File: src/rtl/lsu_mem_pkg.sv
// Shared definitions for the load/store unit: FSM encoding and byte-lane decode constants.
package lsu_mem_pkg;

    typedef enum logic [1:0] {
        IDLE = 2'd0,
        BUSY = 2'd1,
        DONE = 2'd2
    } lsu_state_t;

    localparam int          LANE_BITS = 8;
    localparam int          NUM_LANES = 4;
    localparam logic [3:0]  BE_WORD   = 4'b1111;
    localparam logic [3:0]  BE_LANE0  = 4'b0001;

    // One-hot byte enable for the lane selected by the low address bits.
    function automatic logic [3:0] lane_be(input logic [1:0] off);
        return BE_LANE0 << off;
    endfunction

endpackage

File: src/rtl/lsu_lane.sv
// Byte-lane steering: store byte enables, store data replication and load byte extraction.
module lsu_lane
    import lsu_mem_pkg::*;
(
    input  logic        wr_byte,
    input  logic [1:0]  wr_off,
    input  logic [31:0] wr_data,
    output logic [3:0]  be,
    output logic [31:0] wr_lanes,
    input  logic        rd_byte,
    input  logic [1:0]  rd_off,
    input  logic [31:0] rd_raw,
    output logic [31:0] rd_data
);

    logic [LANE_BITS-1:0] rd_sel;

    always_comb begin
        be       = wr_byte ? lane_be(wr_off) : BE_WORD;
        wr_lanes = wr_byte ? {NUM_LANES{wr_data[LANE_BITS-1:0]}} : wr_data;
        rd_sel   = rd_raw[{rd_off, 3'b000} +: LANE_BITS];
        rd_data  = rd_byte ? {{(32-LANE_BITS){1'b0}}, rd_sel} : rd_raw;
    end

endmodule

File: src/rtl/lsu_mem.sv
// Memory-stage load/store unit: turns datapath load/store requests into a
// single-outstanding bus access with stall, misalignment and timeout handling.
module lsu_mem
    import lsu_mem_pkg::*;
#(
    parameter int          TIMEOUT = 16,
    parameter logic [31:0] ERRDATA = 32'hDEADBEEF
)
(
    input  logic        clk,
    input  logic        reset,
    input  logic        MemReadM,
    input  logic        MemWriteM,
    input  logic        ByteM,
    input  logic [31:0] ALUOutM,
    input  logic [31:0] WriteDataM,
    output logic [31:0] ReadDataM,
    output logic        StallM,
    output logic        MisalignM,
    output logic        BusErrM,
    output logic        bus_req,
    output logic        bus_we,
    output logic [31:0] bus_addr,
    output logic [3:0]  bus_be,
    output logic [31:0] bus_wdata,
    input  logic        bus_ready,
    input  logic [31:0] bus_rdata
);

    localparam int            CW       = $clog2(TIMEOUT) + 1;
    localparam logic [CW-1:0] CNT_LAST = CW'(TIMEOUT - 1);

    lsu_state_t    state;
    logic [CW-1:0] busy_cnt;

    logic [31:0]   addr_q;
    logic [31:0]   wdata_q;
    logic [3:0]    be_q;
    logic          we_q;
    logic          byte_q;
    logic [31:0]   rdata_q;

    logic          access;
    logic          aligned;
    logic          accept;
    logic          complete;
    logic          timeout_hit;

    logic [3:0]    lane_be_w;
    logic [31:0]   lane_wdata;
    logic [31:0]   lane_rdata;

    // Reset gates the IDLE decodes so nothing is stalled or flagged while reset is held.
    assign access      = MemReadM | MemWriteM;
    assign aligned     = ByteM | (ALUOutM[1:0] == 2'b00);
    assign accept      = (state == IDLE) & access & aligned & ~reset;
    assign complete    = (state == BUSY) & bus_ready;
    assign timeout_hit = (state == BUSY) & ~bus_ready & (busy_cnt == CNT_LAST);

    lsu_lane u_lane (
        .wr_byte  (ByteM),
        .wr_off   (ALUOutM[1:0]),
        .wr_data  (WriteDataM),
        .be       (lane_be_w),
        .wr_lanes (lane_wdata),
        .rd_byte  (byte_q),
        .rd_off   (addr_q[1:0]),
        .rd_raw   (bus_rdata),
        .rd_data  (lane_rdata)
    );

    always_ff @(posedge clk or posedge reset) begin
        if (reset) begin
            state <= IDLE;
        end else begin
            unique case (state)
                IDLE:    if (accept) state <= BUSY;
                BUSY:    if (complete | timeout_hit) state <= DONE;
                DONE:    state <= IDLE;
                default: state <= IDLE;
            endcase
        end
    end

    always_ff @(posedge clk or posedge reset) begin
        if (reset) begin
            busy_cnt <= '0;
        end else if (state != BUSY || complete || timeout_hit) begin
            busy_cnt <= '0;
        end else begin
            busy_cnt <= busy_cnt + CW'(1);
        end
    end

    // Request latch: holds the bus-side view of the access stable for the whole BUSY phase.
    always_ff @(posedge clk or posedge reset) begin
        if (reset) begin
            addr_q  <= '0;
            wdata_q <= '0;
            be_q    <= '0;
            we_q    <= 1'b0;
            byte_q  <= 1'b0;
        end else if (accept) begin
            addr_q  <= ALUOutM;
            wdata_q <= lane_wdata;
            be_q    <= lane_be_w;
            we_q    <= MemWriteM;
            byte_q  <= ByteM;
        end
    end

    // Completion wins over timeout; stores never touch the load-data register.
    always_ff @(posedge clk or posedge reset) begin
        if (reset) begin
            rdata_q <= '0;
        end else if (complete) begin
            if (!we_q) rdata_q <= lane_rdata;
        end else if (timeout_hit) begin
            rdata_q <= ERRDATA;
        end
    end

    assign StallM    = accept | (state == BUSY);
    assign MisalignM = (state == IDLE) & access & ~aligned & ~reset;
    assign BusErrM   = timeout_hit;

    assign bus_req   = (state == BUSY);
    assign bus_we    = we_q;
    assign bus_addr  = {addr_q[31:2], 2'b00};
    assign bus_be    = be_q;
    assign bus_wdata = wdata_q;
    assign ReadDataM = rdata_q;

endmodule

File: config.mk
export PLATFORM = sky130hd
export DESIGN_NAME = lsu_mem
export DESIGN_NICKNAME = d
export VERILOG_FILES = /design/src/rtl/lsu_mem_pkg.sv /design/src/rtl/lsu_lane.sv /design/src/rtl/lsu_mem.sv
export SDC_FILE = /design/constraint.sdc
export NUM_CORES = 1
export LEC_CHECK = 0
export ABC_AREA = 0
export CAP_MARGIN = 30
export CORE_ASPECT_RATIO = 1.75
export CORE_UTILIZATION = 40
export CTS_CLUSTER_DIAMETER = 150
export DETAILED_ROUTE_END_ITERATION = 16
export GPL_ROUTABILITY_DRIVEN = 0
export PLACE_DENSITY = 0.85
export SLEW_MARGIN = 30
export SYNTH_ARGS = -nofsm -noshare
export SYNTH_HDL_FRONTEND = slang
export SYNTH_HIERARCHICAL = 1
export SYNTH_SLANG_ARGS = --single-unit
File: constraint.sdc
create_clock -name clk -period 3.4 [get_ports clk]
set_input_delay 0.51 -clock clk [delete_from_list [all_inputs] [get_ports clk]]
set_output_delay 0.51 -clock clk [all_outputs]
set_load 0.03 [all_outputs]
Word level (Yosys, flattened, before mapping)
Cells that the tools add are included.
{ "word_totals": {"inputBits": 102, "out_inout_bits": 105, "wordCells": 49, "register_bits": 109} }
{ "op_classes": {"mux": 10, "n_eq_ne": 6, "reduce_logical": 7, "bitwise_logic": 15, "add_sub_neg": 1, "shifts": 2} }
{ "op_table": {"columns": ["cell", "n"], "rows": [
  ["2-to-1 mux 32 bit", 5],
  ["indexed part select 32 x 6 -> 8 bit", 1],
  ["bitwise AND 1 bit", 8],
  ["adder 5 x 1 -> 5 bit, second input constant", 1],
  ["equality test 5 x 4 -> 1 bit, second input constant", 1],
  ["2-to-1 mux 5 bit", 1],
  ["zero test 2 bit", 2],
  ["2-to-1 mux 2 bit", 2],
  ["2-to-1 mux 4 bit", 1],
  ["inequality test 2 x 1 -> 1 bit, second input constant", 2],
  ["inequality test 2 bit, second input constant", 2],
  ["bitwise OR 1 bit", 4],
  ["one-hot mux 2 bit (2 select lines)", 1],
  ["AND reduction 2 bit", 2],
  ["left shift 1 x 2 -> 4 bit, first input constant", 1],
  ["NOT 1 bit", 3],
  ["equality test 2 x 1 -> 1 bit, second input constant", 1],
  ["logical OR 1 bit", 2],
  ["nonzero test 2 bit", 1]
]} }

Depth between registers and ports, before layout
{ "depth": {"depth_word": 6, "ltp_mapped": 6, "depth_no_buf": 5} }

Cells and area by module
The synthesis kept the hierarchy.
{ "modules_own_cells": {"columns": ["module", "cells_each", "n_inst", "seq_area_each_um2", "area_each_um2"], "rows": [
  ["lsu_mem", 290, 1, 2727.6, 4543.1],
  ["lsu_lane", 139, 1, 0.0, 855.8]
]} }

Worst setup path before layout
No wires, ideal clock.
{ "synth_path": {"kind": "flip-flop to output port", "start": "register busy_cnt[0]", "end": "output BusErrM", "slack_ns": 1.294, "stages_incl_launch_ff": 5, "t_arrival_ns": 1.596, "required_ns": 2.890, "n_path_buf": 0, "cell_sequence": "dfrtp_1 > ha_1 > and3_1 > ha_1 > nor3b_1"} }
{ "synth_between": {"elab_chain_cells": 2} }
{ "synth_rtl": {"columns": ["item", "line_no", "rtl"], "rows": [
  ["start, declared", "lsu_mem.sv:34", "logic [CW-1:0] busy_cnt;"],
  ["start signal, assigned", "lsu_mem.sv:91", "busy_cnt <= busy_cnt + CW'(1);"],
  ["equality test 5 x 4 -> 1 bit", "lsu_mem.sv:58", "assign timeout_hit = (state == BUSY) & ~bus_ready & (busy_cnt == CNT_LAST);"],
  ["bitwise AND 1 bit", "lsu_mem.sv:58", null],
  ["end, declared", "lsu_mem.sv:20", "output logic BusErrM,"]
]} }
No other way between the ends.

Final worst setup path
Same ends and word-level chain as after synthesis.

==> out/results.txt <==
Initial core utilization -> 41.29%
Worst hold-check path type -> flip-flop to flip-flop
Pwr dens -> 907.9 nW/um^2
Clock Sinks -> 109
EDFF count, synth -> 0
Synth Area in Simple Gates -> 7.671%
Pins over their slew limit -> 0
Worst-case reg-to-reg path depth -> 5
# rows -> 55
# diodes -> 0
Die height -> 155.7 um
Synth Area in Compound Gates -> 10.89%
Share of cells above drive strength 1 -> 17.20%
Worst vdd ir -> 0.0004290 V
Area share of the largest cell type after synthesis -> 50.52%
Pin count of the biggest net entering global routing -> 67
Unrepaired setup endpoints after global routing -> false
Fraction of synthesized cell area in xor and xnor cells -> 0.3244%
Worst Clk Skew -> 0.009849 ns
Hold path depth -> 1
Largest family of logic cells by synthesized area -> multiplexers
Top-count cell post-synth -> dfrtp_1
Seq/Total Area, Yosys -> 50.52%
Hold Crit Start -> busy_cnt[0]
Hold Violations, Final -> 0
GRT Total Usage -> 19.60%
Post-DP HPWL -> 10,160 um
Post-DRT Antenna Nets -> 0
# nets final -> 692
Num CTS Buffers -> 9
Area delta synth->final -> 39.35%
Setup violators final -> 0
CTS tree -> done
Ys Warns -> 6
Vias -> 3,829
Die ar. -> 13,980 um^2
Htree depth -> 3
Worst Setup End Kind -> primary output
Clk buf depth -> 2
Critical Path AT -> 2.17 ns
Gate Count Post-Synth -> 429
Worst Setup Path Type -> flip-flop to primary output
Worst-path clk slew -> 0.07 ns
Mux cell area share after synthesis -> 18.45%
Vias in the first global route -> 4,258
Worst-skew pair later-pin latency -> 0.34 ns
I/O Buffers -> 204
Global route overflow -> 0
Synth top area cells -> dfrtp_1, mux2_4, buf_4, mux2_2, o22a_1
Core outline area -> 13,080 um^2
Outcome -> completed
Post-CTS sizing -> 0
Root buffer cell -> clkbuf_16
Drt via density -> 5.012
DRT iter0 DRCs -> 130
Initial antenna violation count -> 0
Dpl cell area -> 7237 um^2
Crit path from -> busy_cnt[0]
Post-CTS setup buffer count -> 0
Crit path required time -> 2.89 ns
Mapped Area -> 5399 um^2
Reg2reg start -> busy_cnt[0]
Setup_tns -> 0 ns
Asr flop ratio synth -> 100.0%
Final total power -> 6.831 mW
Fin crit period -> 2.676 ns
Filler cells -> 1,082
Die X-Extent -> 89.82 um
LEAKAGE -> 3.233 nW
#FFs+latches synth -> 109
Routed wire length -> 13,610 um
Primary FF master, synth -> dfrtp_1
Yosys cell types -> 42
Syn_area_per_cell -> 12.58 um^2
Routed wire per std cell -> 17.81 um
Final worst-path cycle share -> 78.72%
Max Freq -> 0.3736 GHz
Max-cap violations -> 0
I/O pin cnt -> 207
Top cells by count, synth -> dfrtp_1, buf_4, mux2_4
Worst-margin pin slew -> 0.8311 ns
Synth area leader -> dfrtp_1
Worst Path Max Fanout -> 4
Headroom to the max-slew limit -> 44.59%
Worst Setup Start Kind -> flip-flop
DRC violations left -> 0
Post-route cell area -> 7523 um^2
Synth Area in Adders -> 0.4635%
CTS Hold Bufs -> 0
TritonRoute pass-1 iters -> 4
First-pass GRT wire length -> 21,470 um
registers in the layout, summed over array words and instances, names as in the netlist:
register	count
ReadDataM	32
addr_q	32
bus_wdata	32
busy_cnt	5
bus_be	4
state	2
bus_we	1
byte_q	1
through the flow:
step                      setup WS, ns  util (%)  hold WS, ns  instances
after floorplan                0.01605         -       0.4329        430
final                           0.7236     57.54       0.4635        764
after detailed placement        0.7408     55.35       0.4608        748
after global routing            0.6629     57.54       0.4821        764
after CTS                       0.7097     57.54       0.4701        764
after global placement          0.7075     55.35       0.4424        748
path summary, 6_finish.rpt:
kind,end,slack [ns]
setup / recovery,BusErrM,0.72
hold / removal,busy_cnt[0],0.46
setup reg to reg,ReadDataM[16],1.38
hold reg to reg,busy_cnt[0],0.46
max in group asynchronous,addr_q[6],1.92
min in group asynchronous,ReadDataM[20],0.72
final cells by class:
cell class | count | area [um^2] | share of cell area [%]
Inverter | 38 | 145.1 | 1.929
Tap cell | 171 | 214.0 | 2.844
Timing Repair Buffer | 209 | 2102 | 27.94
Multi-Input combinational cell | 221 | 2048 | 27.22
Sequential cell | 109 | 2728 | 36.25
Clock buffer | 10 | 239.0 | 3.176
Clock inverter | 6 | 47.55 | 0.6320
per-layer routing:
| metal | vias to the layer above | routed length [um] | GRT usage (%) |
|---|---|---|---|
| met2 | 154 | 7260 | 35.68 |
| li1 | 1756 | - | - |
| met3 | 43 | 737 | 4.483 |
| met5 | - | 0 | 0 |
| met4 | 0 | 609 | 10.69 |
| met1 | 1876 | 4998 | 20.85 |
critical path, cell delays in order, from the launching register on:
cell and delay (ns):
dfrtp_1 0.37, ha_1 0.19, and3_1 0.16, ha_1 0.20
nor3b_1 0.20, clkdlybuf4s50_1 0.71
layout by cell type, fill, tap and decap left out, types with 3 or more instances in the layout:
cell / count
clkdlybuf4s50_1: 203
dfrtp_1: 109
mux2_4: 40
inv_1: 37
mux2_2: 28
o21ai_0: 28
o22a_1: 24
nor2b_1: 24
nand2_1: 12
clkbuf_16: 9
a22o_1: 8
mux2i_1: 8
a221oi_2: 7
nor4bb_1: 7
nor2_1: 6
buf_4: 4
nand3_1: 3
and2_1: 3
clkinv_4: 3
kinds of logic (layout without fill, tap and decap cells):
logic type               count (synthesis)  after routing
flip-flops                             109            109
buffers and inverters                  100            263
multiplexers                            76             76
AO/OA/AOI/OAI                           74             74
AND/OR/NAND/NOR                         65             65
adder cells (fa/ha/maj)                  2              2
XOR/XNOR                                 2              2
other                                    1              2
where the power goes:
group | switching [mW] | internal [mW]
sequential | 0.419 | 1.86
clock | 0.479 | 0.523
combinational | 1.85 | 1.71
Power figures use the tool's default switching activity.
